$ cat config.mk
export PLATFORM = sky130hd
export DESIGN_NAME = imm_narrow_pack
export DESIGN_NICKNAME = d
export VERILOG_FILES = /design/src/rtl/imm_narrow_pack.sv
export SDC_FILE = /design/constraint.sdc
export NUM_CORES = 1
export LEC_CHECK = 0
export CORE_ASPECT_RATIO = 2
export CORE_UTILIZATION = 35
export DETAILED_ROUTE_END_ITERATION = 8
export GPL_TIMING_DRIVEN = 1
export PLACE_DENSITY = 0.65
export SYNTH_ARGS = -nofsm -noshare
export SYNTH_HDL_FRONTEND = slang
export SYNTH_SLANG_ARGS = --single-unit
$ cat constraint.sdc
create_clock -name clk -period 4.85 [get_ports clk]
set_clock_uncertainty 0.15 [all_clocks]
set_input_delay 0.97 -clock clk [delete_from_list [all_inputs] [get_ports clk]]
set_output_delay 0.97 -clock clk [all_outputs]
set_load 0.01 [all_outputs]
$ cat src/rtl/imm_narrow_pack.sv
// Narrows 16-bit signed values to 4-bit fields and packs four per output word, LSB lane first.
// Define NARROW_SAT_EN to saturate out-of-range values; otherwise they are truncated.
module imm_narrow_pack #(
  parameter int IN_W     = 16,
  parameter int NARROW_W = 4,
  parameter int LANES    = 4
) (
  input  logic                      clk,
  input  logic                      reset_n,
  input  logic                      in_valid,
  output logic                      in_ready,
  input  logic [IN_W-1:0]           in_data,
  input  logic                      in_last,
  output logic                      out_valid,
  input  logic                      out_ready,
  output logic [NARROW_W*LANES-1:0] out_data,
  output logic [2:0]                out_count,
  output logic [LANES-1:0]          out_ovf,
  output logic [7:0]                ovf_cnt
);

  localparam int IDX_W = $clog2(LANES);

  typedef enum logic {FILL, HOLD} state_t;

  state_t                  state, state_nxt;
  logic [IDX_W-1:0]        idx;
  logic signed [IN_W-1:0]  in_val;
  logic                    accept;
  logic                    close;
  logic                    val_ok;
  logic [NARROW_W-1:0]     field;

  // The value fits iff every bit from the field's sign bit upward is a copy of it.
  function automatic logic in_range(input logic signed [IN_W-1:0] v);
    logic [IN_W-NARROW_W:0] top;
    top = v[IN_W-1:NARROW_W-1];
    return (&top) || (~|top);
  endfunction

  function automatic logic [NARROW_W-1:0] narrow(input logic signed [IN_W-1:0] v);
`ifdef NARROW_SAT_EN
    if (!in_range(v))
      return v[IN_W-1] ? {1'b1, {(NARROW_W-1){1'b0}}} : {1'b0, {(NARROW_W-1){1'b1}}};
`endif
    return v[NARROW_W-1:0];
  endfunction

  assign in_val    = in_data;
  assign in_ready  = (state == FILL);
  assign out_valid = (state == HOLD);
  assign accept    = in_valid && in_ready;
  assign close     = in_last || (idx == IDX_W'(LANES-1));
  assign val_ok    = in_range(in_val);
  assign field     = narrow(in_val);

  always_comb begin
    state_nxt = state;
    case (state)
      FILL: if (accept && close) state_nxt = HOLD;
      HOLD: if (out_ready)       state_nxt = FILL;
      default:                   state_nxt = FILL;
    endcase
  end

  always_ff @(posedge clk or negedge reset_n) begin
    if (!reset_n) begin
      state     <= FILL;
      idx       <= '0;
      out_data  <= '0;
      out_count <= '0;
      out_ovf   <= '0;
      ovf_cnt   <= '0;
    end else begin
      state <= state_nxt;
      if (accept) begin
        out_data[idx*NARROW_W +: NARROW_W] <= field;
        out_ovf[idx]                       <= !val_ok;
        if (close) begin
          out_count <= 3'(idx) + 3'd1;
          idx       <= '0;
        end else begin
          idx <= idx + 1'b1;
        end
        if (!val_ok && ovf_cnt != 8'hFF)
          ovf_cnt <= ovf_cnt + 8'd1;
      end else if (out_valid && out_ready) begin
        // Word consumed: clear lanes so a short next word has zero upper lanes.
        out_data  <= '0;
        out_count <= '0;
        out_ovf   <= '0;
        idx       <= '0;
      end
    end
  end

endmodule

==> results.sh, run 1 <==
export IMPL_critical_path_endpoint="ovf_cnt[7]"
export IMPL_setup_viol=0
export IMPL_die_area_um2=4815
export IMPL_ys_types=29
export IMPL_met3WireLength_um=146
export IMPL_timing_rr_start="out_valid"
export IMPL_cts_reportedPaths_clkPinSlew_ps=70
export IMPL_cts_made_buffers=5
export IMPL_rr_endpoint="ovf_cnt[7]"
export IMPL_cts_num_sinks=34
export IMPL_seq_area_frac_synth_pct=53.71
export IMPL_dpl_cell_area_um2=2186
export IMPL_cts_setup_buffers=0
export IMPL_clk_latency_ps=290
export IMPL_reg2reg_depth=5
export IMPL_wl_met1_um=1416
export IMPL_hold_class="flip-flop to flip-flop"
export IMPL_grt_overflow=0
export IMPL_endpoint_kind="flip-flop"
export IMPL_total_power_w=0.0009398
export IMPL_leakage_nw=1.004
export IMPL_fillers=436
export IMPL_tightest_slew_ps=897.8
export IMPL_rows=34
export IMPL_rsz0062_at_grt="false"
export IMPL_power_density_nw_per_um2=412.7
export IMPL_critPathLaunchType="primary input"
export IMPL_hpwlAfterDp_um=3148
export IMPL_coreArea_um2=4339
export IMPL_crit_chain="clkdlybuf4s50_1 -> nor2b_1 -> nand4_1 -> nor2_1 -> nand4_1 -> mux2_2"
export IMPL_start_util_pct=36.51
export IMPL_syn_num_nets=168
export IMPL_ctsResizeCount=0
export IMPL_power_frac_comb_pct=34.3
export IMPL_crit_fanout=15
export IMPL_ctsRootBufferMaster="clkbuf_8"
export IMPL_cts_tree="built"
export IMPL_die_width_um=49.57
export IMPL_highest_layer="met4"
export IMPL_period_share_pct=60.86
export IMPL_viasPerCell=5.361
export IMPL_avgSynthCellArea_um2=11.31
export IMPL_peakVddDrop_uv=234.5
export IMPL_dr_wl_met2_um=2402
export IMPL_crit_top_cell="nand4_1"
export IMPL_syn_to_final_growth_pct=43.76
export IMPL_grt_start_max_net_pins=35
export IMPL_cp_slowest_cell="nor2b_1"
export IMPL_pwr_share_clk_pct=22.8
export IMPL_antenna_cells=0
export IMPL_ctsHtreeMaxLevel=2
export IMPL_status="finished clean"
export IMPL_drtIter0Drc=31
export IMPL_r2r_slack_ps=2640
export IMPL_period_minus_slack_ps=2952
export IMPL_fin_setup_tns_ps=0
export IMPL_post_drt_wl_per_cell_um=15.79
export IMPL_hold_buffers=0
export IMPL_p_switching_w=0.0003024
export IMPL_p_int_w=0.0006374
export IMPL_arrival_ps=2980
export IMPL_grt_pass1_wl_um=6686
export IMPL_timing_fmax_ghz=0.3388
export IMPL_drtAntennaViolNets=0
export IMPL_antenna_found_initial=0
export IMPL_cp_startpoint="in_valid"
export IMPL_grt_usage_pct=18.37
export IMPL_seqPwrFrac_pct=42.9
export IMPL_synthCells=140
export IMPL_finalWirelength_um=4026
export IMPL_dr_total_vias=1367
export IMPL_clockBufferDepth=2
export IMPL_critPathRequiredTime_ps=4880
export IMPL_layout_drive_gt1_share_pct=7.463
export IMPL_nets=228
export IMPL_die_y_um=97.14
export IMPL_yosysWarningCount=0
export IMPL_port_buffers=53
export IMPL_slew_viol_final=0
export IMPL_maxCapViolations=0
export IMPL_drc=0
export IMPL_grt_pass1_vias=1440
export IMPL_ios=54
export IMPL_gp_congestion=0.7458
export IMPL_design_area_um2=2277
export IMPL_netlist_area_um2=1584
export IMPL_cp_slowest_stage_delay_ps=720
export IMPL_slew_headroom_pct=40.02
export IMPL_p_sw_share_pct=32.17
export IMPL_crit_type="primary input to flip-flop"
export IMPL_hold_viol=0
export IMPL_drt_first_pass_iters=4
export IMPL_ys_seq_elements=34
-- flip-flops by register name, summed over array words and instances (netlist names) --
name and cells:
out_data 16, idx 2, ovf_cnt 8, out_ovf 4
out_valid 1, out_count 3
-- metal layers --
layer,up-vias,GRT usage [%]
li1,640,-
met1,674,17.78
met2,46,35.65
met3,7,4.069
met4,0,6.593
met5,-,0
-- synth_stat cells (all sizes together) --
master / number / share of area (%)
a21o: 1 / 0.47
a21oi: 4 / 1.3
a22o: 15 / 8.3
a32o: 2 / 1.3
and2: 1 / 0.40
and3: 1 / 0.71
and4: 6 / 3.3
clkbuf: 1 / 0.24
dfrtp: 34 / 54
ha: 7 / 5.5
inv: 5 / 1.2
mux2: 3 / 2.4
nand2: 16 / 3.8
nand2b: 1 / 0.40
nand3: 11 / 3.5
nand4: 4 / 2.0
nor2: 5 / 1.3
nor2b: 1 / 0.40
nor3: 5 / 1.6
nor4: 3 / 2.1
o21ai: 5 / 1.6
o31ai: 3 / 1.4
or3: 1 / 0.40
xnor2: 2 / 1.1
xor2: 3 / 1.7
-- power groups by stage --
stage	sequential, W	combinational, W	clock [W]
2_1_floorplan	0.000425	0.000118	0
3_3_place_gp	0.000406	0.000316	0
3_5_place_dp	0.000408	0.000324	0
4_1_cts	0.000404	0.000326	0.000221
5_1_grt	0.000413	0.000350	0.000237
6_report	0.000403	0.000322	0.000214
-- kinds of logic (layout without fill, tap and decap cells) --
| family | count (synthesis) | count (layout) | share of synthesized area [%] |
|---|---|---|---|
| AOI/OAI and AO/OA | 30 | 30 | 14.30 |
| xor gates and xnor gates | 5 | 5 | 2.765 |
| adders and majority gates | 7 | 7 | 5.529 |
| buffers and inverters | 6 | 67 | 1.422 |
| DFF | 34 | 34 | 53.71 |
| muxes | 3 | 3 | 2.369 |
| and+or+nand+nor | 55 | 55 | 19.91 |
-- metrics by stage --
step | instances | hold WS (ps) | setup slack [ps] | utilization [%]
final | 255 | 347.4 | 1898 | 52.48
after global routing | 255 | 373.1 | 1762 | 52.48
after CTS | 255 | 351.0 | 1887 | 52.48
after detailed placement | 247 | 336.6 | 1617 | 50.37
after global placement | 247 | 333.3 | 1699 | 50.37
after floorplan | 140 | 382.4 | 2554 | -
-- critical path: cells and delay by family --
family        cells  cell delay, ps
simple gates      4            1250
mux               1             290
buf+inv           1             470
-- layout make-up --
type	instances	area, um2	area share, %
clock inverter	1	5.005	0.2198
clock buffer	7	86.33	3.791
tap	54	67.56	2.967
timing repair buffer	54	538.0	23.63
inverter	5	18.77	0.8242
multi-input combinational	100	710.7	31.21
sequential	34	850.8	37.36
-- worst min-delay path by stage --
stage	from	slack (ps)	to	depth (start not counted)
after floorplan	out_data[3]	380	out_data[3]	1
after global placement	out_ovf[1]	330	out_ovf[1]	2
after detailed placement	out_ovf[1]	340	out_ovf[1]	2
after CTS	out_ovf[1]	350	out_ovf[1]	2
after global routing	out_data[15]	370	out_data[15]	1
final	out_ovf[1]	350	out_ovf[1]	2
-- cell usage in the layout (no fill, tap or decap), types with 3 or more instances in the layout --
master	instances
a22o_1	15
nand2_1	16
nor2_1	4
inv_1	5
and4_1	6
xor2_1	3
dfrtp_1	34
clkbuf_8	6
a21oi_1	4
nor3_1	5
clkdlybuf4s50_1	53
ha_1	7
nand4_1	3
o31ai_1	3
o21ai_0	5
nand3_1	11
No activity file was read; power rests on OpenSTA's default activity.
==> run 2: changes to the inputs <==
- clock period: 4.85 -> 3.1 ns (I/O delays scaled with it)
==> run 2 against run 1 <==
Against the previous run: setup slack got worse by 1200 ps; core utilization about the same; cell count decreased by 0.39%; register-to-register slack got worse by 1500 ps; first-iteration DRC count decreased by 13%; die area unchanged; sequential share of layout area about the same; critical path depth unchanged; non-clock buffer count increased by 1.
==> results.sh, run 2 (synthesized netlist as in run 1, its figures left out) <==
export IMPL_status="finished clean"
export IMPL_drtIter0Drc=27
export IMPL_largest_register_ffs=16
export IMPL_period_minus_slack_ps=2434
export IMPL_grt_overflow=0
export IMPL_maxCapViolations=0
export IMPL_clockBufferDepth=2
export IMPL_hpwlAfterDp_um=3165
export IMPL_setup_viol=0
export IMPL_cts_reportedPaths_clkPinSlew_ps=60
export IMPL_ios=54
export IMPL_finalWirelength_um=4020
export IMPL_slew_viol_final=0
export IMPL_ctsHtreeMaxLevel=2
export IMPL_cts_tree="built"
export IMPL_cts_num_sinks=34
export IMPL_ctsRootBufferMaster="clkbuf_8"
export IMPL_dp_slack_ps=384.0
export IMPL_drtAntennaViolNets=0
export IMPL_cts_setup_buffers=0
export IMPL_antenna_found_initial=0
export IMPL_peakVddDrop_uv=403.8
export IMPL_arrival_ps=2450
export IMPL_dr_total_vias=1364
export IMPL_die_width_um=49.57
export IMPL_die_y_um=97.14
export IMPL_endpoint_kind="flip-flop"
export IMPL_cts_made_buffers=5
export IMPL_fillers=434
export IMPL_nets=229
export IMPL_drt_first_pass_iters=3
export IMPL_critPathRequiredTime_ps=3120
export IMPL_antenna_cells=0
export IMPL_port_buffers=53
export IMPL_timing_fmax_ghz=0.4108
export IMPL_final_cell_mix="clkdlybuf4s50_1, dfrtp_1, nand2_1"
export IMPL_hold_class="flip-flop to flip-flop"
export IMPL_coreArea_um2=4339
export IMPL_critPathLaunchType="primary input"
export IMPL_crit_fanout=8
export IMPL_drc=0
export IMPL_tightest_slew_ps=586.6
export IMPL_fin_setup_tns_ps=0
export IMPL_slew_headroom_pct=60.48
export IMPL_setup_slack_ps=665.7
export IMPL_viasPerCell=5.370
export IMPL_die_area_um2=4815
export IMPL_gp_congestion=0.7534
export IMPL_layout_drive_gt1_share_pct=7.500
export IMPL_timing_rr_start="ovf_cnt[0]"
export IMPL_grt_pass1_wl_um=6803
export IMPL_top_regs="out_data: 16 flops, ovf_cnt: 8 flops, out_ovf: 4 flops"
export IMPL_layout_commonest_cell="clkdlybuf4s50_1"
export IMPL_grt_start_max_net_pins=35
export IMPL_period_share_pct=78.53
export IMPL_grt_usage_pct=18.28
export IMPL_hold_viol=0
export IMPL_syn_to_final_growth_pct=43.68
export IMPL_cp_startpoint="in_data[3]"
export IMPL_rsz0062_at_grt="false"
export IMPL_rows=34
export IMPL_start_util_pct=36.51
export IMPL_hold_buffers=0
export IMPL_crit_type="primary input to flip-flop"
export IMPL_ctsResizeCount=0
export IMPL_leakage_nw=1.004
export IMPL_worstHoldStart="out_data[5]"
export IMPL_largest_register="out_data"
export IMPL_post_drt_wl_per_cell_um=15.83
export IMPL_grt_pass1_vias=1463
export IMPL_power_density_nw_per_um2=641.9
export IMPL_clk_latency_ps=280
-- run 2: cell types whose count changed in the layout (fill, tap and decap cells not counted), sizes merged --
| cell | delta |
|---|---|
| buf | +1 |
| clkbuf | -1 |
| clkinv | -1 |
-- run 2: worst max-delay path: stages --
cell	delay (ps)
clkdlybuf4s50_1	620
nor4_1	100
and4_1	230
nor2_2	310
and3_4	270
mux2_4	290
-- run 2: layer usage --
layer | GRT usage, % | vias up | share of wire, %
met3 | 3.130 | 12 | 3.7
met5 | 0 | - | 0
met2 | 34.82 | 43 | 57
li1 | - | 639 | -
met4 | 6.593 | 0 | 2.7
met1 | 18.91 | 670 | 37
-- run 2: where the power goes --
group	total [W]	internal, W	switching, W
registers	0.000633	0.000541	0.0000926
logic	0.000509	0.000281	0.000228
clock network	0.000319	0.000171	0.000148
-- run 2: worst paths after layout --
kind	end	cells after the start	slack, ps
min reg2reg	out_data[5]	1	350
max	ovf_cnt[1]	6	670
max in group asynchronous	ovf_cnt[0]	2	1910
max reg2reg	ovf_cnt[1]	5	1150
min in group asynchronous	out_count[2]	2	590
min	out_data[5]	1	350
-- run 2: per-stage QoR --
step / instances / hold WS, ps / cell area, um2 / total power [W] / util (%)
2_1_floorplan: 140 / 174.4 / 1584 / 0.0008495 / -
3_3_place_gp: 248 / 337.8 / 2193 / 0.001129 / 50.55
3_5_place_dp: 248 / 344.7 / 2193 / 0.001150 / 50.55
4_1_cts: 254 / 359.0 / 2276 / 0.001472 / 52.45
5_1_grt: 254 / 373.7 / 2276 / 0.001547 / 52.45
6_report: 254 / 354.2 / 2276 / 0.001461 / 52.45
-- run 2: layout make-up --
cell class	instances	area, um2	share of cell area (%)
multi-input combinational	100	710.7	31.23
inverter	5	18.77	0.8246
clock buffer	6	82.58	3.628
tap	54	67.56	2.969
sequential	34	850.8	37.38
timing repair buffer	55	545.5	23.97
==> run 3: changes to the inputs <==
- PLACE_DENSITY: 0.65 -> 0.68
- clock period: 3.1 -> 2.2 ns (I/O delays scaled with it)
==> run 3 against run 2 <==
Against the previous run: setup slack got worse by 520 ps; critical path depth unchanged; global-route usage increased by 0.15 points; sequential share of layout area decreased by 0.51 points; power increased by 39%; cell count increased by 2.4%; critical endpoint unchanged.
==> results.sh, run 3 (synthesized netlist as in run 1, its figures left out) <==
export IMPL_dpl_cell_area_um2=2231
export IMPL_design_area_um2=2307
export IMPL_grt_pass1_wl_um=6706
export IMPL_critPathLaunchType="primary input"
export IMPL_grt_usage_pct=18.44
export IMPL_viasPerCell=5.258
export IMPL_power_density_nw_per_um2=881.3
export IMPL_rr_endpoint="ovf_cnt[1]"
export IMPL_fillers=416
export IMPL_ios=54
export IMPL_multiInputGateArea_um2=710.7
export IMPL_final_cell_mix="clkdlybuf4s50_1, dfrtp_1, nand2_1"
export IMPL_regArea_um2=850.8
export IMPL_top_regs="out_data: 16 flops, ovf_cnt: 8 flops, out_ovf: 4 flops"
export IMPL_largest_register_ffs=16
export IMPL_final_util_pct=53.17
export IMPL_crit_chain="clkdlybuf4s50_1 -> nor4_1 -> and4_1 -> nor2_2 -> and3_4 -> mux2_4"
export IMPL_endpoint_kind="flip-flop"
export IMPL_leakage_nw=1.025
export IMPL_ctsHtreeMaxLevel=2
export IMPL_dr_total_vias=1367
export IMPL_timing_rr_start="ovf_cnt[0]"
export IMPL_arrival_ps=2060
export IMPL_coreArea_um2=4339
export IMPL_hold_buffers=0
export IMPL_crit_type="primary input to flip-flop"
export IMPL_hpwlAfterDp_um=3260
export IMPL_reg2reg_depth=5
export IMPL_timing_fmax_ghz=0.4864
export IMPL_rows=34
export IMPL_drtAntennaViolNets=0
export IMPL_antenna_found_initial=0
export IMPL_clk_latency_ps=280
export IMPL_tightest_slew_ps=520.2
export IMPL_drtIter0Drc=19
export IMPL_maxCapViolations=0
export IMPL_holdPathEnd="out_data[7]"
export IMPL_post_drt_wl_per_cell_um=15.63
export IMPL_die_width_um=49.57
export IMPL_start_util_pct=36.51
export IMPL_rsz0062_at_grt="false"
export IMPL_clockBufferDepth=2
export IMPL_critPathTopFamily="simple AND/OR/NAND/NOR gates"
export IMPL_port_buffers=53
export IMPL_cp_slowest_stage_delay_ps=520
export IMPL_drc=0
export IMPL_worstHoldStart="out_data[7]"
export IMPL_cts_setup_buffers=0
export IMPL_grt_pass1_vias=1465
export IMPL_antenna_cells=0
export IMPL_largest_register="out_data"
export IMPL_cts_tree="built"
export IMPL_r2r_slack_ps=230
export IMPL_slew_headroom_pct=64.95
export IMPL_period_share_pct=93.46
export IMPL_placed_cells=253
export IMPL_fin_cells=260
export IMPL_slew_viol_final=0
export IMPL_grt_overflow=0
export IMPL_critPathRequiredTime_ps=2210
export IMPL_ctsResizeCount=0
export IMPL_gp_congestion=0.7467
export IMPL_die_area_um2=4815
export IMPL_syn_to_final_growth_pct=45.66
export IMPL_crit_buf_inv=1
export IMPL_layout_commonest_cell="clkdlybuf4s50_1"
export IMPL_period_minus_slack_ps=2056
export IMPL_setup_viol=0
export IMPL_drt_first_pass_iters=4
export IMPL_peakVddDrop_uv=700.2
export IMPL_die_y_um=97.14
export IMPL_finalWirelength_um=4065
export IMPL_hold_viol=0
export IMPL_ctsRootBufferMaster="clkbuf_8"
export IMPL_grt_start_max_net_pins=35
export IMPL_hold_class="flip-flop to flip-flop"
export IMPL_crit_fanout=8
export IMPL_nets=234
export IMPL_status="finished clean"
export IMPL_hold_depth=1
export IMPL_layout_drive_gt1_share_pct=9.223
export IMPL_cts_made_buffers=5
export IMPL_cts_num_sinks=34
export IMPL_cts_reportedPaths_clkPinSlew_ps=60
export IMPL_cp_slowest_cell="clkdlybuf4s50_1"
-- run 3: cell types whose count changed in the layout (fill, tap and decap cells not counted), sizes merged --
cell / before / now
clkbuf: 6 / 7
buf: 2 / 7
-- run 3: per-layer routing --
| layer | global-route usage [%] | part of all wire, % | vias up |
|---|---|---|---|
| li1 | - | - | 649 |
| met1 | 17.77 | 33 | 669 |
| met2 | 35.24 | 62 | 39 |
| met3 | 2.973 | 2.5 | 10 |
| met4 | 9.451 | 2.6 | 0 |
| met5 | 0 | 0 | - |
-- run 3: worst max path at each step --
stage	cells after the start	slack (ps)	startpoint	endpoint
CTS	6	140	in_data[3]	ovf_cnt[1]
global placement	6	-110	in_data[3]	ovf_cnt[1]
finish	6	140	in_data[3]	ovf_cnt[1]
floorplan	5	360	ovf_cnt[0]	ovf_cnt[1]
global route	6	90	in_data[3]	ovf_cnt[1]
detailed placement	6	-140	in_data[3]	ovf_cnt[1]
-- run 3: worst register-to-register path, delay by kind of cell, from the launching register on --
kind / cells / cell delay, ps
adders and majority gates: 1 / 190
DFF: 1 / 420
muxes: 1 / 300
and+or+nand+nor: 3 / 800
-- run 3: cell type report --
| class | count | area share (%) |
|---|---|---|
| inverters | 5 | 0.8135 |
| repair buffers | 60 | 25.27 |
| clock buffers | 7 | 3.308 |
| well taps | 54 | 2.928 |
| multi-input cells | 100 | 30.80 |
| flip-flops and latches | 34 | 36.88 |
-- run 3: power breakdown --
part	switching, W	total, W	internal, W
Clock	0.000203	0.000421	0.000218
Combinational	0.000321	0.000724	0.000402
Sequential	0.000127	0.000889	0.000762
Total	0.000652	0.00203	0.00138
-- run 3: metrics by stage --
step                total power, W  worst slack, ps  TNS [ps]  hold slack [ps]
floorplan                 0.001197            356.3         0           -5.591
global placement          0.001597           -114.3    -249.6            334.9
detailed placement        0.001626           -136.1    -320.6            344.8
CTS                       0.002053            143.1         0            359.8
global route              0.002146            91.89         0            376.7
finish                    0.002033            143.9         0            354.8
